===== config.mk =====
export PLATFORM = sky130hd
export DESIGN_NAME = lz_normalizer
export DESIGN_NICKNAME = d
export VERILOG_FILES = /design/src/rtl/lz_normalizer.sv
export SDC_FILE = /design/constraint.sdc
export NUM_CORES = 1
export LEC_CHECK = 0
export CAP_MARGIN = 20
export CORE_AREA = 2 2 146 176
export DETAILED_ROUTE_END_ITERATION = 8
export DIE_AREA = 0 0 148 178
export HOLD_SLACK_MARGIN = 0.05
export RECOVER_POWER = 25
export SLEW_MARGIN = 10
export SYNTH_ARGS = -nofsm -noshare
export SYNTH_HDL_FRONTEND = slang
export SYNTH_SLANG_ARGS = --single-unit
export TNS_END_PERCENT = 50

===== constraint.sdc =====
create_clock -name clk -period 13.9 [get_ports clk]
set_input_delay 4.17 -clock clk [delete_from_list [all_inputs] [get_ports clk]]
set_output_delay 4.17 -clock clk [all_outputs]
set_load 0.005 [all_outputs]

===== src/rtl/lz_normalizer.sv =====
// Leading-zero/one normalizer: binary-search count of the leading run, plus the operand shifted
// left by that count. One search stage per cycle and a start/busy/done handshake.
module lz_normalizer #(
  parameter int W  = 32,
  parameter int LW = 5
) (
  input  logic          clk,
  input  logic          rst,
  input  logic          start,
  input  logic [W-1:0]  din,
  input  logic          clo,
  output logic          busy,
  output logic          done,
  output logic [LW:0]   lzc,
  output logic          zero,
  output logic [W-1:0]  dout
);

  typedef enum logic [1:0] {S_IDLE, S_RUN, S_DONE} state_t;

  localparam logic [LW:0]   WL      = (LW+1)'(W);
  localparam logic [LW:0]   STEP1   = (LW+1)'(1);
  localparam logic [LW-1:0] S_ONE   = LW'(1);
  localparam logic [LW-1:0] S_LAST  = LW'(LW-1);

  state_t        state_q;
  logic [LW-1:0] s_q;
  logic [W-1:0]  w_q, w_d;
  logic [W-1:0]  d_q, d_d;
  logic [LW-1:0] c_q, c_d;
  logic          busy_q, done_q, zero_q;
  logic [LW:0]   lzc_q;
  logic [W-1:0]  dout_q;
  logic [LW:0]   step;

  // One search stage: step halves each cycle, W/2 down to 1.
  always_comb begin
    step = WL >> ({1'b0, s_q} + STEP1);
    w_d  = w_q;
    d_d  = d_q;
    c_d  = c_q;
    if ((w_q >> (WL - step)) == '0) begin
      w_d = w_q << step;
      d_d = d_q << step;
      c_d = c_q + step[LW-1:0];
    end
  end

  always_ff @(posedge clk) begin
    if (rst) begin
      state_q <= S_IDLE;
      s_q     <= '0;
      busy_q  <= 1'b0;
      done_q  <= 1'b0;
      lzc_q   <= '0;
      zero_q  <= 1'b0;
      dout_q  <= '0;
    end else begin
      done_q <= 1'b0;
      case (state_q)
        S_IDLE, S_DONE: begin
          if (start) begin
            // w tracks the search; d is the untouched operand shifted in lockstep.
            w_q     <= clo ? ~din : din;
            d_q     <= din;
            c_q     <= '0;
            s_q     <= '0;
            busy_q  <= 1'b1;
            state_q <= S_RUN;
          end else begin
            state_q <= S_IDLE;
          end
        end
        S_RUN: begin
          w_q <= w_d;
          d_q <= d_d;
          c_q <= c_d;
          if (s_q == S_LAST) begin
            state_q <= S_DONE;
            busy_q  <= 1'b0;
            done_q  <= 1'b1;
            if (!w_d[W-1]) begin
              lzc_q  <= WL;
              zero_q <= 1'b1;
              dout_q <= '0;
            end else begin
              lzc_q  <= {1'b0, c_d};
              zero_q <= 1'b0;
              dout_q <= d_d;
            end
          end else begin
            s_q <= s_q + S_ONE;
          end
        end
        default: state_q <= S_IDLE;
      endcase
    end
  end

  assign busy = busy_q;
  assign done = done_q;
  assign lzc  = lzc_q;
  assign zero = zero_q;
  assign dout = dout_q;

endmodule


## Word level (Yosys, flattened, before mapping)

Cells that the tools add are included.

| operators by class | value |
|---|---|
| shifts and indexed selects | 4 |
| add/subtract/negate cells | 4 |
| reductions and logical operators | 10 |
| mux-type cells | 22 |
| bitwise gates (word level) | 3 |
| equal/unequal tests | 7 |

Operators by type and width:

| kind | number |
|---|---|
| 32-bit two-way mux | 6 |
| 32-bit one-hot mux with 2 select lines | 2 |
| 32-bit by 6-bit << shifter with 32-bit output | 2 |
| 32-bit logical NOT | 1 |
| 32-bit NOT | 1 |
| 32-bit by 6-bit right shift with 32-bit output | 1 |
| 5-bit one-hot mux with 2 select lines | 2 |
| 5-bit two-way mux | 3 |
| 3-bit AND reduction | 3 |
| 2-bit inequality test (second input constant) | 4 |
| 5-bit by 1-bit adder with 6-bit output (second input constant) | 1 |
| 6-bit two-way mux | 1 |
| 6-bit by 6-bit right shift with 6-bit output (first input constant) | 1 |
| 6-bit subtractor (first input constant) | 1 |
| 5-bit by 1-bit adder with 5-bit output (second input constant) | 1 |
| 5-bit adder | 1 |
| 5-bit by 3-bit equality test with 1-bit output (second input constant) | 1 |
| 1-bit two-way mux | 5 |
| 2-bit one-hot mux with 2 select lines | 1 |
| 4-bit AND reduction | 1 |
| 2-bit OR reduction | 2 |
| 2-bit by 1-bit equality test with 1-bit output (second input constant) | 1 |
| 2-bit equality test (second input constant) | 1 |
| 2-bit logical NOT | 1 |
| 5 further kinds | 6 |

| storage, ports and cells | value |
|---|---|
| bits of input ports | 36 |
| word-level logic and storage cells | 61 |
| output and inout port bits | 41 |
| register bits after elaboration | 117 |

## Depth between registers and ports, before layout

| depth | value |
|---|---|
| depth in word-level cells | 7 |
| mapped depth | 26 |
| mapped depth without buffers | 14 |

## Worst setup path after synthesis

OpenSTA, ideal clock, no wires.

| path | value |
|---|---|
| path kind | input to register |
| from | input rst |
| to | register w_q[0], enable pin |
| stages | 3 |
| arrival | 7.225 ns |
| data required time | 13.511 ns |
| slack | 6.286 ns |
| buffers on the path | 1 |
| library setup time | 0.389 ns |
| cell sequence | clkbuf_1 -> a21oi_1 -> o21a_1 |

| between the ends | value |
|---|---|
| word-level cells in the longest chain between the ends | 2 |

RTL lines:

| element | line | source |
|---|---|---|
| from (decl) | 8 | `input logic rst,` |
| 1-bit NOT (no line) | - |  |
| 4-bit AND reduction (no line) | - |  |
| to (signal assigned) | 64 | `w_q <= clo ? ~din : din;` |
| to (signal assigned) | 75 | `w_q <= w_d;` |
| to (decl) | 28 | `logic [W-1:0] w_q, w_d;` |

Every way passes these cells.
A chain may end at the register's enable or synchronous reset.

## Worst setup path after layout

| path | value |
|---|---|
| from | input start |
| to | register w_q[19], enable pin |

| between the ends | value |
|---|---|
| word-level cells in the longest chain between the ends | 2 |

RTL lines:

| element | line | source |
|---|---|---|
| from (decl) | 9 | `input logic start,` |
| 2-bit inequality test (no line) | - |  |
| 4-bit AND reduction (no line) | - |  |

Every way passes these cells.

==> results by group <==
Run status
  – Outcome: finished, violations left
  – Violated checks: max-capacitance violations, max-slew violations

Routing
  – WL final: 34900 µm
  – Via count: between 9000 and 10000
  – DRC viols: 0
  – Via density: about 6.2
  – WL per Instance: roughly 22 µm
  – DRT Pass-1 Iters: 6
  – Routed Antenna Nets: 0
  – Iter 0 DRT Violations: ~1100

Global routing
  – Remaining global-route overflow: 0
  – Vias in the first global route: approximately 9300
  – Gr usage total: 26.4%
  – Initial antenna violation count: 0
  – M1 GR Usage: roughly a third
  – GR Layer Usage met3: between 2 and 3%
  – Most Crowded Layer GR: met2
  – Largest net degree at the start of global routing: 86
  – Met2 usage: between 40% and 50%
  – First-pass GRT wire length: between 50000 and 60000 µm

Worst setup path
  – Critical-path cell list: dlygate4sd3_1 -> nand2b_1 -> a21oi_4 -> clkbuf_1 -> o21a_1 -> buf_4
  – Slowest cell on the critical path: clkbuf_1
  – Worst setup SP type: input port
  – CP max FO: 40
  – Crit-path leading delay family: buffers and inverters
  – Crit path largest cell delay: roughly 1.8 ns
  – WP buf/inv: 3
  – Setup CP Type: in2reg
  – CP arrival: 7.61 ns
  – Critical Path RT: 13.98 ns
  – Critical path endpoint category: flip-flop

Placement
  – Cell Area, Placed: roughly 11000 µm²
  – Detailed placement HPWL: 24200 µm
  – DP Cell Count: between 1500 and 2000
  – PortBufs: between 70 and 80
  – Final Wtd Congestion: 0.900

Timing
  – Setup-failing EPs final: 0
  – Worst-margin pin slew: around 2.6 ns
  – Setup_tns: 0 ns
  – Slew Viols, Final: 74
  – RSZ-0062 raised after global routing: false
  – Period Utilization, post-route: 54.2%
  – Final Hold Fails: 0
  – Layout Skew: about 0.014 ns
  – Headroom to the max-slew limit: -71.4%
  – Worst hold slack: 0.454 ns
  – F_max: 133 MHz
  – Minimum clock period: roughly 7.5 ns

Synthesis
  – Yosys reg bits: between 100 and 150
  – Top_reg_cell synth: edfxtp_1
  – Mapped cell area: 9700 µm²
  – Number of enable flip-flop cells after synthesis: 69
  – Mean Syn Cell Area: between 7 and 8 µm²
  – Seq/Total Area, Yosys: between 30% and 40%
  – Yosys warns: 0
  – Syn_nets: 1289
  – Post-synth cell types: 72
  – Fraction of registers with async set or reset after synthesis: 0%
  – Cell count after synthesis: 1245

Power
  – Pwr dens: around 100 nW/µm²
  – Reg power frac: between 30% and 40%
  – Internal Power: a little under 800 µW
  – Switching share of power: 33.3%
  – Total Power: 1160 µW
  – Comb power frac: 23.8%
  – Clock power frac: 40.1%
  – Lkg Pwr: 0.00406 µW
  – Psw: roughly 390 µW
  – Peak supply drop: around 95 µV

Finish
  – Layout Nets: between 1000 and 1500
  – Area added between synthesis and finish: 15.5%
  – Cell area after layout: 11200 µm²
  – Share of cells above drive strength 1: approximately 8.3%
  – Final std cells w/o fill: 1590
  – ANT cells: 0

Clock network
  – # clock sinks: 116
  – CTS tree: built
  – # Post-CTS Setup Buffers: 0
  – Worst-Skew Late Latency: about 0.43 ns
  – Root Driver: clkbuf_16
  – CTS clock-pin slew for the worst setup and hold paths: roughly 0.070 ns
  – Total CTS buffers: 17
  – Hold-fix buffers, CTS: 0
  – H-tree Lvls: 4
  – CTS max path bufs: 2
  – Post-CTS sizing: 0

Floorplan
  – Die Span Y: roughly 180 µm
  – Std-Cell Rows: 63
  – Die Width: 148 µm
  – Die ar.: ~26000 µm²
  – Core ar.: 24600 µm²
  – Initial Util: between 30 and 40%
  – Ports: 77

Min path
  – Worst Hold Class: reg2reg

Run
  – Max-cap violations: 2
[cell usage after synthesis (all sizes together) (4+ instances only)]
cell,n,area (µm²)
o2111ai,4,35.0
dfxtp,47,941
inv,12,47.6
a211o,6,52.6
edfxtp,69,2070
nor4,16,100
a22o,9,78.8
nand2,258,971
and2,4,25.0
o21ai,87,435
xnor2,32,280
nor2,108,422
o22ai,20,181
a211oi,22,165
ha,7,87.6
mux2i,73,731
or3,5,31.3
xor2,8,70.1
a22oi,8,65.1
a21oi,70,350
nand4,10,62.6
a2111oi,5,68.8
a31oi,38,238
buf,36,224
o211ai,39,293
a222oi,4,40.0
a221o,8,80.1
clkbuf,77,289
and3,6,37.5
o31ai,6,65.1
a221oi,4,35.0
mux2,8,93.8
nor3,21,105
nand2b,7,43.8
nand3,59,308
or2,4,25.0
mux4,11,248
[worst paths after layout]
path                            slack (ns)  endpoint  cells past startpoint  startpoint
worst min register to register        0.45      busy                      2        busy
worst min-delay path                  0.45      busy                      2        busy
worst max register to register        6.58   d_q[30]                     16      s_q[2]
worst max-delay path                  6.37   w_q[19]                      6       start
[kinds of logic after synthesis]
logic type | after synthesis | share of synthesized area, %
flops | 116 | 31.1
xor+xnor | 40 | 3.61
buf+inv | 128 | 5.89
fa+ha+maj | 8 | 1.11
mux | 92 | 11.1
compound gates | 353 | 24.5
simple gates | 508 | 22.8
[cell usage in the layout (no fill, tap or decap), drive strengths merged, types with 7 or more instances in the layout]
cell | synthesis | final
dfxtp | 47 | 47
mux2i | 73 | 73
xor2 | 8 | 8
dlygate4sd3 | 0 | 42
nand3 | 59 | 59
o22ai | 20 | 20
ha | 7 | 7
a22o | 9 | 9
nand2b | 7 | 7
o211ai | 39 | 39
a221o | 8 | 8
a31oi | 38 | 38
mux2 | 8 | 8
clkdlybuf4s50 | 0 | 33
nand4 | 10 | 10
clkinv | 3 | 9
a21oi | 70 | 70
nor2 | 108 | 108
o21ai | 87 | 87
nand2 | 258 | 258
a211oi | 22 | 22
nor4 | 16 | 16
nor3 | 21 | 21
buf | 36 | 24
mux4 | 11 | 11
a22oi | 8 | 8
xnor2 | 32 | 32
edfxtp | 69 | 69
inv | 12 | 12
clkbuf | 77 | 24
[power groups by stage]
stage / clock, µW / combinational (µW) / sequential, µW
floorplan: 0 / 198 / 413
global placement: 0 / 271 / 426
detailed placement: 0 / 272 / 426
CTS: 469 / 273 / 419
global route: 483 / 298 / 423
finish: 466 / 277 / 421
[routing by layer]
layer / wire length (µm) / part of all wire [%]
met2: 16500 / 47
met4: 1860 / 5.3
met1: 14500 / 41
met5: 0 / 0
met3: 2050 / 5.9
[layout make-up]
| type | instances | area [µm²] |
|---|---|---|
| clock buffers | 22 | 497 |
| clock inverters | 10 | 120 |
| fillers | 2469 | 13400 |
| inverters | 15 | 58.8 |
| multi-input cells | 1001 | 6160 |
| flip-flops and latches | 116 | 3010 |
| well taps | 325 | 407 |
| repair buffers | 101 | 946 |
[registers in the layout, indices dropped and copies added (netlist names)]
name,flops
d_q,32
dout,32
w_q,32
c_q,5
lzc,5
s_q,5
state_q,2
busy,1
done,1
zero,1
[worst register-to-register path, stage by stage (launching register included)]
cell and delay (ns):
dfxtp_1 0.52, or3b_1 0.39, buf_4 0.24, nor2_8 0.45, inv_4 0.31, ha_1 0.88, clkinv_1 0.67, mux4_2 0.71
nor3_1 0.20, o21ai_0 0.14, nor4b_1 0.40, o31ai_2 0.13, a22oi_2 0.19, buf_4 0.54, buf_4 0.86, mux2_2 0.45
o21ai_1 0.11
[metrics by stage]
stage	setup WS, ns	util (%)
floorplan	6.29	-
global placement	6.86	43.0
detailed placement	6.75	43.0
CTS	6.71	45.5
global route	6.09	45.5
finish	6.37	45.5
Note: power is estimated with default switching activity, not from simulation.
